==> config.mk <==
export PLATFORM = sky130hd
export DESIGN_NAME = ad_ip_jesd204_tpl_dac_src_seq_flat
export DESIGN_NICKNAME = d
export VERILOG_FILES = /design/src/rtl/ad_ip_jesd204_tpl_dac_src_seq_if.sv /design/src/rtl/ad_ip_jesd204_tpl_dac_src_seq.sv /design/src/flat_wrapper.sv
export SDC_FILE = /design/constraint.sdc
export NUM_CORES = 1
export LEC_CHECK = 0
export CAP_MARGIN = 20
export CORE_MARGIN = 2
export CORE_UTILIZATION = 54
export CTS_CLUSTER_SIZE = 40
export DETAILED_ROUTE_END_ITERATION = 10
export HOLD_SLACK_MARGIN = 0.05
export PLACE_DENSITY = 0.74
export SLEW_MARGIN = 40
export SYNTH_ARGS = -nofsm -noshare
export SYNTH_HDL_FRONTEND = slang
export SYNTH_SLANG_ARGS = --single-unit
==> constraint.sdc <==
create_clock -name clk -period 4.2 [get_ports clk]
set_input_delay 0.42 -clock clk [delete_from_list [all_inputs] [get_ports clk]]
set_output_delay 0.42 -clock clk [all_outputs]
set_load 0.1 [all_outputs]
==> src/rtl/ad_ip_jesd204_tpl_dac_src_seq_if.sv <==
// Control and status bundle for the DAC source sequencer.
// The master side programs the table and issues start/stop; the slave side is the sequencer.
interface ad_ip_jesd204_tpl_dac_src_seq_if #(
   parameter int NUM_ENTRIES = 4,
   parameter int DWELL_WIDTH = 16
);
   localparam int IDX_W = $clog2(NUM_ENTRIES);

   logic                   cfg_we;
   logic [IDX_W-1:0]       cfg_addr;
   logic [3:0]             cfg_sel;
   logic [DWELL_WIDTH-1:0] cfg_dwell;
   logic [IDX_W-1:0]       cfg_last;
   logic                   loop_en;
   logic                   start;
   logic                   stop;
   logic [3:0]             dac_data_sel;
   logic                   dac_data_sync;
   logic [IDX_W-1:0]       entry_idx;
   logic                   busy;
   logic                   done;

   modport master (
      output cfg_we, cfg_addr, cfg_sel, cfg_dwell, cfg_last, loop_en, start, stop,
      input  dac_data_sel, dac_data_sync, entry_idx, busy, done
   );

   modport slave (
      input  cfg_we, cfg_addr, cfg_sel, cfg_dwell, cfg_last, loop_en, start, stop,
      output dac_data_sel, dac_data_sync, entry_idx, busy, done
   );
endinterface

==> src/rtl/ad_ip_jesd204_tpl_dac_src_seq.sv <==
// DAC source sequencer: steps through a table of {source select, dwell} entries,
// pulsing a phase sync on each entry change and a done pulse at the end of a pass.
module ad_ip_jesd204_tpl_dac_src_seq #(
   parameter int NUM_ENTRIES = 4,
   parameter int DWELL_WIDTH = 16
) (
   input  logic                              clk,
   input  logic                              resetn,
   ad_ip_jesd204_tpl_dac_src_seq_if.slave    bus
);
   localparam int         IDX_W    = $clog2(NUM_ENTRIES);
   localparam logic [3:0] SEL_ZERO = 4'h3;

   typedef enum logic [1:0] {S_IDLE, S_SYNC, S_RUN, S_DONE} state_t;

   // A zero dwell still occupies one RUN cycle.
   function automatic logic [DWELL_WIDTH-1:0] f_dwell_load(input logic [DWELL_WIDTH-1:0] d);
      return (d == '0) ? DWELL_WIDTH'(1) : d;
   endfunction

   state_t                 r_state;
   logic [3:0]             r_sel;
   logic                   r_sync;
   logic [IDX_W-1:0]       r_idx;
   logic                   r_busy;
   logic                   r_done;
   logic [DWELL_WIDTH-1:0] r_cnt;
   logic [IDX_W-1:0]       r_last;
   logic                   r_loop;
   logic [3:0]             r_tbl_sel   [NUM_ENTRIES];
   logic [DWELL_WIDTH-1:0] r_tbl_dwell [NUM_ENTRIES];

   state_t                 w_state_nxt;
   logic [3:0]             w_sel_nxt;
   logic                   w_sync_nxt;
   logic [IDX_W-1:0]       w_idx_nxt;
   logic                   w_busy_nxt;
   logic                   w_done_nxt;
   logic [DWELL_WIDTH-1:0] w_cnt_nxt;
   logic [IDX_W-1:0]       w_last_nxt;
   logic                   w_loop_nxt;
   logic                   w_enter_sync;
   logic [IDX_W-1:0]       w_seq_idx;

   always_comb begin
      w_state_nxt  = r_state;
      w_sel_nxt    = r_sel;
      w_sync_nxt   = 1'b0;
      w_idx_nxt    = r_idx;
      w_done_nxt   = 1'b0;
      w_cnt_nxt    = r_cnt;
      w_last_nxt   = r_last;
      w_loop_nxt   = r_loop;
      w_enter_sync = 1'b0;
      w_seq_idx    = r_idx;

      case (r_state)
         S_IDLE: begin
            w_sel_nxt = SEL_ZERO;
            if (bus.start && !bus.stop) begin
               w_last_nxt   = bus.cfg_last;
               w_loop_nxt   = bus.loop_en;
               w_seq_idx    = '0;
               w_enter_sync = 1'b1;
            end
         end
         S_SYNC: w_state_nxt = S_RUN;
         S_RUN: begin
            if (r_cnt == DWELL_WIDTH'(1)) begin
               if (r_idx < r_last) begin
                  w_seq_idx    = r_idx + IDX_W'(1);
                  w_enter_sync = 1'b1;
               end else if (r_loop) begin
                  w_seq_idx    = '0;
                  w_enter_sync = 1'b1;
               end else begin
                  w_state_nxt = S_DONE;
                  w_sel_nxt   = SEL_ZERO;
                  w_idx_nxt   = '0;
                  w_cnt_nxt   = '0;
                  w_done_nxt  = 1'b1;
               end
            end else begin
               w_cnt_nxt = r_cnt - DWELL_WIDTH'(1);
            end
         end
         S_DONE: begin
            w_state_nxt = S_IDLE;
            w_sel_nxt   = SEL_ZERO;
            w_idx_nxt   = '0;
         end
         default: begin
            w_state_nxt = S_IDLE;
            w_sel_nxt   = SEL_ZERO;
         end
      endcase

      if (w_enter_sync) begin
         w_state_nxt = S_SYNC;
         w_idx_nxt   = w_seq_idx;
         w_sel_nxt   = r_tbl_sel[w_seq_idx];
         w_cnt_nxt   = f_dwell_load(r_tbl_dwell[w_seq_idx]);
         w_sync_nxt  = 1'b1;
      end

      // Abort wins over every sequencing decision, including the wrap to entry 0.
      if (bus.stop && (r_state != S_IDLE)) begin
         w_state_nxt = S_IDLE;
         w_sel_nxt   = SEL_ZERO;
         w_idx_nxt   = '0;
         w_cnt_nxt   = '0;
         w_sync_nxt  = 1'b0;
         w_done_nxt  = 1'b0;
      end

      w_busy_nxt = (w_state_nxt == S_SYNC) || (w_state_nxt == S_RUN);
   end

   always_ff @(posedge clk or negedge resetn) begin
      if (!resetn) begin
         r_state <= S_IDLE;
         r_sel   <= SEL_ZERO;
         r_sync  <= 1'b0;
         r_idx   <= '0;
         r_busy  <= 1'b0;
         r_done  <= 1'b0;
         r_cnt   <= '0;
         r_last  <= '0;
         r_loop  <= 1'b0;
      end else begin
         r_state <= w_state_nxt;
         r_sel   <= w_sel_nxt;
         r_sync  <= w_sync_nxt;
         r_idx   <= w_idx_nxt;
         r_busy  <= w_busy_nxt;
         r_done  <= w_done_nxt;
         r_cnt   <= w_cnt_nxt;
         r_last  <= w_last_nxt;
         r_loop  <= w_loop_nxt;
      end
   end

   // The table is only writable while idle so a running pass never sees a torn entry.
   always_ff @(posedge clk or negedge resetn) begin
      if (!resetn) begin
         for (int i = 0; i < NUM_ENTRIES; i++) begin
            r_tbl_sel[i]   <= SEL_ZERO;
            r_tbl_dwell[i] <= '0;
         end
      end else if (bus.cfg_we && (r_state == S_IDLE)) begin
         r_tbl_sel[bus.cfg_addr]   <= bus.cfg_sel;
         r_tbl_dwell[bus.cfg_addr] <= bus.cfg_dwell;
      end
   end

   assign bus.dac_data_sel  = r_sel;
   assign bus.dac_data_sync = r_sync;
   assign bus.entry_idx     = r_idx;
   assign bus.busy          = r_busy;
   assign bus.done          = r_done;
endmodule

==> src/flat_wrapper.sv <==
// flat-port wrapper written by rule: the top's interface ports become plain ports
module ad_ip_jesd204_tpl_dac_src_seq_flat 
#(
   parameter int NUM_ENTRIES = 4,
   parameter int DWELL_WIDTH = 16
)
  (clk, resetn, bus_cfg_we, bus_cfg_addr, bus_cfg_sel, bus_cfg_dwell, bus_cfg_last, bus_loop_en, bus_start, bus_stop, bus_dac_data_sel, bus_dac_data_sync, bus_entry_idx, bus_busy, bus_done);
  ad_ip_jesd204_tpl_dac_src_seq_if #(.NUM_ENTRIES(NUM_ENTRIES), .DWELL_WIDTH(DWELL_WIDTH)) bus_i ();
  input  logic clk;
  input  logic resetn;
  input wire logic [$bits(bus_i.cfg_we)-1:0] bus_cfg_we;
  input wire logic [$bits(bus_i.cfg_addr)-1:0] bus_cfg_addr;
  input wire logic [$bits(bus_i.cfg_sel)-1:0] bus_cfg_sel;
  input wire logic [$bits(bus_i.cfg_dwell)-1:0] bus_cfg_dwell;
  input wire logic [$bits(bus_i.cfg_last)-1:0] bus_cfg_last;
  input wire logic [$bits(bus_i.loop_en)-1:0] bus_loop_en;
  input wire logic [$bits(bus_i.start)-1:0] bus_start;
  input wire logic [$bits(bus_i.stop)-1:0] bus_stop;
  output wire logic [$bits(bus_i.dac_data_sel)-1:0] bus_dac_data_sel;
  output wire logic [$bits(bus_i.dac_data_sync)-1:0] bus_dac_data_sync;
  output wire logic [$bits(bus_i.entry_idx)-1:0] bus_entry_idx;
  output wire logic [$bits(bus_i.busy)-1:0] bus_busy;
  output wire logic [$bits(bus_i.done)-1:0] bus_done;
  assign bus_i.cfg_we = bus_cfg_we;
  assign bus_i.cfg_addr = bus_cfg_addr;
  assign bus_i.cfg_sel = bus_cfg_sel;
  assign bus_i.cfg_dwell = bus_cfg_dwell;
  assign bus_i.cfg_last = bus_cfg_last;
  assign bus_i.loop_en = bus_loop_en;
  assign bus_i.start = bus_start;
  assign bus_i.stop = bus_stop;
  assign bus_dac_data_sel = bus_i.dac_data_sel;
  assign bus_dac_data_sync = bus_i.dac_data_sync;
  assign bus_entry_idx = bus_i.entry_idx;
  assign bus_busy = bus_i.busy;
  assign bus_done = bus_i.done;
  ad_ip_jesd204_tpl_dac_src_seq #(.NUM_ENTRIES(NUM_ENTRIES), .DWELL_WIDTH(DWELL_WIDTH)) u_core (.clk(clk), .resetn(resetn), .bus(bus_i));
endmodule
# Word-level counts from Yosys, hierarchy flattened
# Cells that the tools add are included.
# op_classes
n_addsub	2
magnitude_cmp	4
n_eq_ne	11
muxes	54
bitwise_logic	2
n_reduce_logical	17
# op_table
operator	n
$mux W16	10
$bwmux W64	1
$bmux W16 S2	1
$demux W16 S2	1
$mux W4	8
$mux W2	14
$bwmux W16	1
$eq A16 B1 Y1 const B	1
$logic_not A16 Y1	1
$sub A16 B1 Y16 const B	1
$mux W1	11
$bmux W4 S2	1
$demux W4 S2	1
$ne A4 B3 Y1 const B	2
$ne A4 B4 Y1 const B	2
$pmux W2 S2	2
$pmux W4 S2	1
$reduce_and A4 Y1	2
$reduce_bool A4 Y1	2
$eq A2 B2 Y1 const B	3
$ge A3 B3 Y1 const B	2
$not A2 Y3	2
$pmux W2 S3	1
$eq A2 B1 Y1 const B	2
14 further kinds	17
# word_totals
ff_bits	110
inputBits	30
output_inout_bits	9
word_cells	107

# Logic depth before layout (Yosys ltp)
# Gate-level depths: netlist (run 1).
# logic_depth
word_depth	12
mapped_depth	14
depth_no_buf	11

# Worst setup path after synthesis (run 1)
# Ideal clock, no wire load.
# synth_path
path_type	reg2reg
start	register u_core.r_idx[1], in the netlist u_core.bus.entry_idx[1]
end	register u_core.r_cnt[0]
setup_time_ns	0.094
t_arrival_ns	3.286
t_required_ns	4.106
path_slack_ns	0.820
path_stages_with_launch	12
n_path_buf	1
synth_period_minus_slack_ns	3.380
path_cell_list	dfrtp_1 ha_1 or3b_2 nand2_1 a21oi_4 o31ai_4 buf_4 mux2i_1 mux2i_1 nor4_2 nand4_1 a221oi_2
# synth_via
elab_chain_cells	12
word_cells_on_any_way	22
cone_classes	add/sub: 1; order compare: 1; eq/ne: 2; mux: 14; bitwise: 1; reduce/logical: 3
# synth_rtl
item	line_no	rtl
start, declared	ad_ip_jesd204_tpl_dac_src_seq.sv:24	logic [IDX_W-1:0] r_idx;
start signal, assigned	ad_ip_jesd204_tpl_dac_src_seq.sv:134	r_idx <= w_idx_nxt;
$add A2 B1 Y2 (tied with other cells)	ad_ip_jesd204_tpl_dac_src_seq.sv:71	w_seq_idx = r_idx + IDX_W'(1);
$mux W2	ad_ip_jesd204_tpl_dac_src_seq.sv:70	if (r_idx < r_last) begin
$mux W2	ad_ip_jesd204_tpl_dac_src_seq.sv:69	if (r_cnt == DWELL_WIDTH'(1)) begin
$pmux W2 S2	ad_ip_jesd204_tpl_dac_src_seq.sv:57	case (r_state)
$not A2 Y3 (not written as such)	ad_ip_jesd204_tpl_dac_src_seq.sv:102	w_cnt_nxt = f_dwell_load(r_tbl_dwell[w_seq_idx]);
$bmux W16 S2	ad_ip_jesd204_tpl_dac_src_seq.sv:102	
$mux W16 (not written as such) (2 in series)	ad_ip_jesd204_tpl_dac_src_seq.sv:102	
$logic_not A16 Y1	ad_ip_jesd204_tpl_dac_src_seq.sv:18	return (d == '0) ? DWELL_WIDTH'(1) : d;
$mux W16	ad_ip_jesd204_tpl_dac_src_seq.sv:18	
$mux W16	ad_ip_jesd204_tpl_dac_src_seq.sv:98	if (w_enter_sync) begin
$mux W16	ad_ip_jesd204_tpl_dac_src_seq.sv:107	if (bus.stop && (r_state != S_IDLE)) begin
end signal, assigned	ad_ip_jesd204_tpl_dac_src_seq.sv:137	r_cnt <= w_cnt_nxt;
end, declared	ad_ip_jesd204_tpl_dac_src_seq.sv:27	logic [DWELL_WIDTH-1:0] r_cnt;
# Parallel ways exist; a longest one is shown, timed or not. The select of a mux whose other input is x is not followed.
# A chain may end at the register's enable or synchronous reset.

# Final worst setup path (run 1)
# Ends and elaborated chain as after synthesis.

==> results by group, run 1 <==
Logic synthesis
  • Synth Area in XOR/XNOR: 1.26%
  • Adder-Cell Fraction of Synth Area: 1.35%
  • Sequential-to-total area share from yosys stat: 49.7%
  • Cell Area, Synth: 5560 um^2
  • Synth warn: 0
  • Synth Instances: 467
  • Top FF cell, synth: dfrtp_1
  • Register bit total from synthesis: 110
  • Synth Area in Compound Gates: 8.17%
  • Synth Net Count: 503
  • Syn Area/Cell: 11.9 um^2
  • Netlist cell types: 49
  • Multiplexer share of the synthesized area: 26.3%
  • Asr flop ratio synth: 100%
  • Simple-Gate Fraction of Synth Area: 9.86%
  • Main combinational cell family by area after synthesis: multiplexers
  • Post-synth EDFFs: 0

Final layout
  • Area Growth Syn to Fin: 11.3%
  • Post-layout util: 61.0%
  • Layout cells sized above 1: 27.7%
  • ANT cells: 0
  • Most frequent cells in the layout: 100 x dfrtp_1, 80 x mux2_2, 54 x mux2i_1, 35 x nand2_1, 28 x clkdlybuf4s50_1
  • Nets@finish: 537
  • Most common cell after layout, fill and taps aside: dfrtp_1

Clocking
  • Clock latency at the later pin of the worst-skew pair: 0.40 ns
  • CTS tree: built
  • Inserted Clock Buffers: 9
  • CTS max path bufs: 2
  • Worst-path clk slew: 0.11 ns
  • Post_cts resized: 0
  • Hold_buf cts: 0
  • Root Driver: clkbuf_8
  • H-tree depth: 3
  • Postcts setup bufs: 0
  • Clk sink count: 110

Critical path
  • Delay-heaviest family, CP: simple AND/OR/NAND/NOR gates
  • Crit end category: flip-flop
  • Cell Chain, Critical Path: ha_1 > or3b_2 > nand2_1 > a21oi_4 > o31ai_4 > buf_12 > mux2i_1 > mux2i_1 > nor4_1 > nand4_1 > a221oi_2
  • CP max stage delay: 0.48 ns
  • CP arrival: 3.62 ns
  • Crit-path most repeated cell: mux2i_1
  • Slowest-stage cell, CP: or3b_2
  • CP startpoint kind: flip-flop
  • Critical path class: flip-flop to flip-flop
  • Crit path required time: 4.52 ns
  • CP max FO: 41
  • WP buf/inv: 1

Timing
  • Worst Tran Pin Value: 0.734 ns
  • Peak Freq: 303 MHz
  • Slew Viols, Final: 0
  • Worst setup margin: 0.898 ns
  • Final TNS setup: 0 ns
  • Final period util: 78.6%
  • Headroom to the max-slew limit: 51.0%
  • Final Hold Vio Count: 0
  • RSZ-0062 raised after global routing: no
  • Setup violators final: 0
  • Tmin final: 3.30 ns
  • Worst-case clock skew: 0.0119 ns
  • WHS: 0.0385 ns

Min path
  • Hold Path Class: primary input to async pin

Floorplanning
  • Die area: 11100 um^2
  • Row cnt: 37
  • Core ar.: 10100 um^2
  • Die Y: 105 um
  • Initial Utilization: 54.8%
  • # IOs: 39
  • Die width: 105 um

Power
  • Static leakage: 2.99 nW
  • Power per standard cell area: 674 nW/um^2
  • Overall power: 4.17 mW
  • Max VDD drop: 0.315 mV

Global route
  • Initial antenna violation count: 0
  • First-pass GRT wire length: 19.4 mm
  • GRT Total Usage: 22.5%
  • Largest net degree at the start of global routing: 85
  • Grt ovf: 0
  • Vias in the first global route: 3848

Detailed routing
  • Vias per cell: 5.83
  • First-pass DRT Iterations: 5
  • ANT nets after route: 0
  • 1st-iter DRT viols: 171
  • WL final: 11.6 mm
  • DRC Markers: 0
  • Post-DR wirelength/cell: 18.0 um
  • Via count: 3743

Flow run
  • Max-cap check violation count: 0

Place
  • I/O Buffers: 38
  • GP Congestion: 0.915
  • Dpl ws: 0.940 ns
  • Post-DP HPWL: 7.80 mm

Status
  • Outcome: finished, final reports clean
[layer usage]
| metal | up-vias | global-route usage [%] | part of all wire, % |
|---|---|---|---|
| met5 | - | 0 | 0 |
| met4 | 0 | 11.0 | 2.3 |
| met3 | 20 | 3.90 | 3.3 |
| met2 | 77 | 35.9 | 48 |
| met1 | 1899 | 29.9 | 46 |
| li1 | 1747 | - | - |
[sequential cells by signal, summed over array words and instances (netlist names)]
| signal | cells |
|---|---|
| u_core.r_cnt | 16 |
| u_core.bus.dac_data_sync | 1 |
| u_core.r_state | 2 |
| u_core.bus.done | 1 |
| u_core.bus.dac_data_sel | 4 |
| u_core.r_tbl_dwell | 64 |
| u_core.r_tbl_sel | 16 |
| u_core.r_loop | 1 |
| u_core.bus.entry_idx | 2 |
| u_core.bus.busy | 1 |
| u_core.r_last | 2 |
[metrics by stage]
stage | std cells | instance area [um^2]
floorplan | 467 | 5560
global route | 642 | 6190
CTS | 642 | 6180
global placement | 626 | 6040
detailed placement | 626 | 6000
finish | 642 | 6190
[cell type report]
type | instances | area (um^2)
fill | 810 | 3950
sequential | 110 | 2770
multi-input combinational | 323 | 2620
timing repair buffer | 45 | 404
tap | 136 | 170
clock buffer | 10 | 128
clock inverter | 6 | 52.6
inverter | 12 | 45.0
[final timing paths]
check / start / end / slack (ns) / cells past startpoint
max: u_core.bus.entry_idx[1] / u_core.r_cnt[0] / 0.90 / 11
min: resetn / u_core.r_cnt[13] / 0.04 / 1
max reg2reg: u_core.bus.entry_idx[1] / u_core.r_cnt[0] / 0.90 / 11
min reg2reg: u_core.r_loop / u_core.r_loop / 0.50 / 2
max in group asynchronous: resetn / u_core.r_tbl_dwell[37] / 3.34 / 2
min in group clk: u_core.r_loop / u_core.r_loop / 0.50 / 2
[power breakdown]
group / switching [mW] / leakage [nW] / internal (mW) / total (mW)
Combinational: 0.915 / 1.56 / 0.778 / 1.69
Clock: 0.387 / 0.0858 / 0.226 / 0.614
Sequential: 0.296 / 1.34 / 1.57 / 1.86
[cell usage after synthesis, types with 3 or more instances]
library cell / count / area (um^2)
a21oi_1: 22 / 110
a22oi_1: 5 / 37.5
buf_4: 4 / 30.0
clkbuf_1: 15 / 56.3
dfrtp_1: 100 / 2500
dfstp_2: 10 / 263
ha_1: 6 / 75.1
inv_1: 12 / 45.0
mux2_2: 80 / 901
mux2i_1: 54 / 541
nand2_1: 37 / 139
nand2b_1: 4 / 25.0
nand4_1: 3 / 18.8
nor2_1: 20 / 75.1
nor3_1: 17 / 85.1
nor4_1: 5 / 31.3
o21ai_0: 15 / 75.1
o21ai_1: 9 / 45.0
xor2_1: 6 / 52.6
[logic make-up after synthesis]
kind of cell / count (synthesis)
AO/OA/AOI/OAI: 69
XOR/XNOR: 8
adder cells (fa/ha/maj): 6
buffers and inverters: 34
flip-flops: 110
multiplexers: 136
AND/OR/NAND/NOR: 104
Note: power is estimated with default switching activity, not from simulation.
==> inputs of run 2 (changes only) <==
--- a/config.mk
+++ b/config.mk
@@ -7,11 +7,11 @@
 export LEC_CHECK = 0
 export CAP_MARGIN = 20
 export CORE_MARGIN = 2
-export CORE_UTILIZATION = 54
+export CORE_UTILIZATION = 53
 export CTS_CLUSTER_SIZE = 40
 export DETAILED_ROUTE_END_ITERATION = 10
 export HOLD_SLACK_MARGIN = 0.05
-export PLACE_DENSITY = 0.74
+export PLACE_DENSITY = 0.76
 export SLEW_MARGIN = 40
 export SYNTH_ARGS = -nofsm -noshare
 export SYNTH_HDL_FRONTEND = slang
==> constraint.sdc (replaced) <==
create_clock -name clk -period 2.9 [get_ports clk]
set_input_delay 0.29 -clock clk [delete_from_list [all_inputs] [get_ports clk]]
set_output_delay 0.29 -clock clk [all_outputs]
set_load 0.1 [all_outputs]
==> results by group, run 2 (synthesis gave the netlist of run 1 again) <==
Status
  • Outcome: finished with violations
  • Failing checks: setup timing

Critical path
  • WP buf/inv: 3
  • CP max stage delay: 0.51 ns
  • CP startpoint kind: flip-flop
  • Crit path required time: 3.20 ns
  • Cell Chain, Critical Path: ha_4 > or3b_4 > nand2_4 > a21oi_4 > o31ai_4 > buf_6 > buf_12 > buf_12 > mux2i_1 > mux2i_2 > nor3_2 > nand4_1 > a221oi_2
  • Delay-heaviest family, CP: simple AND/OR/NAND/NOR gates
  • Slowest-stage cell, CP: dfrtp_4
  • Critical path class: flip-flop to flip-flop
  • Crit end category: flip-flop
  • CP arrival: 3.22 ns
  • Crit-path most repeated cell: buf_12
  • CP max FO: 8

Timing
  • Slew Viols, Final: 0
  • RSZ-0062 raised after global routing: yes
  • Worst setup margin: -0.0241 ns
  • Final period util: 101%
  • Final TNS setup: -0.0241 ns
  • Tmin final: 2.92 ns
  • Peak Freq: 342 MHz
  • Worst-case clock skew: 0.0112 ns
  • Setup violators final: 1
  • Worst Tran Pin Value: 0.694 ns
  • Final Hold Vio Count: 0
  • Headroom to the max-slew limit: 53.8%

Global route
  • GRT Total Usage: 23.0%
  • Largest net degree at the start of global routing: 59
  • Vias in the first global route: 4010
  • Grt ovf: 0
  • First-pass GRT wire length: 20.3 mm
  • Initial antenna violation count: 0

Final layout
  • Layout cells sized above 1: 34.8%
  • Area Growth Syn to Fin: 19.8%
  • Fillers: 800
  • Multi-input logic area: 2720 um^2
  • Most flops, register: u_core.r_tbl_dwell
  • ANT cells: 0
  • Design Area, Final: 6660 um^2
  • Number of flip-flops under the largest register name: 64
  • Most common cell after layout, fill and taps aside: dfrtp_1
  • Top Registers: u_core.r_tbl_dwell: 64 flops, u_core.r_cnt: 16 flops, u_core.r_tbl_sel: 16 flops
  • Most frequent cells in the layout: 98 x dfrtp_1, 80 x mux2_2, 48 x mux2i_1, 43 x buf_4, 36 x nand2_1
  • Nets@finish: 571
  • Register area: 2770 um^2
  • Non-filler cells, final: 676

Min path
  • Hold Path Class: primary input to flip-flop

Clocking
  • Clock latency at the later pin of the worst-skew pair: 0.38 ns
  • CTS tree: built
  • Inserted Clock Buffers: 9
  • CTS max path bufs: 2
  • Worst-path clk slew: 0.11 ns
  • H-tree depth: 3
  • Clk sink count: 110
  • Root Driver: clkbuf_8

Detailed routing
  • Post-DR wirelength/cell: 18.7 um
  • Vias per cell: 5.88
  • WL final: 12.6 mm
  • DRC Markers: 0
  • 1st-iter DRT viols: 238
  • ANT nets after route: 0
  • Via count: 3978
  • First-pass DRT Iterations: 5

Floorplanning
  • Core ar.: 10200 um^2
  • Initial Utilization: 54.3%
  • Die area: 11300 um^2
  • Row cnt: 37
  • Die Y: 106 um
  • # IOs: 39
  • Die width: 106 um

Power
  • Overall power: 6.52 mW
  • Power per standard cell area: 978 nW/um^2
  • Static leakage: 3.17 nW
  • Max VDD drop: 0.518 mV

Place
  • Post-DP Area: 6250 um^2
  • I/O Buffers: 38
  • GP Congestion: 0.858
  • Post-DP HPWL: 8.33 mm
  • Inst Count DP: 652
  • Dpl ws: -0.0248 ns

Flow run
  • Max-cap check violation count: 0
-- run 2: cell count changes in the layout (fill, tap and decap cells not counted), moves of 3 or more --
cell	delta
mux2i_2	+6
mux2i_1	-6
buf_2	-9
nor4_1	-3
buf_4	+37
-- run 2: worst reg2reg max path, delay by kind of cell, from the launching register on --
| family | cells | cell delay (ns) |
|---|---|---|
| AO/OA/AOI/OAI | 3 | 0.55 |
| AND/OR/NAND/NOR | 4 | 0.77 |
| multiplexers | 2 | 0.39 |
| buffers and inverters | 3 | 0.44 |
| adder cells (fa/ha/maj) | 1 | 0.17 |
| flip-flops | 1 | 0.51 |
-- run 2: timing repair --
action                     CTS  global route
setup buffers                2             3
hold endpoints to repair    52             0
resized for setup           10            10
hold buffers                 1             0
pin swaps                    1             6
setup endpoints to repair    2            11
cloned                       1             1
-- run 2: layout make-up --
type                            count  share of cell area, %
Clock buffer                       10                   1.92
Tap cell                          136                   2.55
Inverter                           12                  0.676
Multi-Input combinational cell    323                   40.8
Clock inverter                      6                   1.22
Timing Repair Buffer               79                   11.2
Sequential cell                   110                   41.6
-- run 2: report_power, final --
part	switching, mW	internal, mW
sequential	0.456	2.27
clock	0.552	0.416
combinational	1.47	1.35
-- run 2: metal layers --
layer | GRT usage [%] | wire length, um | up-vias
li1 | - | - | 1817
met1 | 30.8 | 5470 | 2021
met2 | 38.3 | 6250 | 124
met3 | 5.21 | 749 | 16
met4 | 5.66 | 164 | 0
met5 | 0 | 0 | -
-- run 2: stage by stage --
stage / hold WS, ns / util, %
floorplan: -0.00559 / -
global placement: 0.377 / 61.1
detailed placement: 0.385 / 61.1
CTS: 0.418 / 64.2
global route: 0.452 / 65.1
finish: 0.425 / 65.1
-- run 2: worst paths after layout --
path | cells after the start | slack (ns) | end | from
max in group asynchronous | 3 | 1.62 | u_core.bus.dac_data_sel[0] | resetn
hold reg to reg | 2 | 0.49 | u_core.r_loop | u_core.r_loop
setup reg to reg | 13 | -0.02 | u_core.r_cnt[0] | u_core.bus.entry_idx[1]
min in group asynchronous | 2 | 0.49 | u_core.r_cnt[12] | resetn
setup / recovery | 13 | -0.02 | u_core.r_cnt[0] | u_core.bus.entry_idx[1]
hold / removal | 3 | 0.43 | u_core.r_loop | bus_loop_en
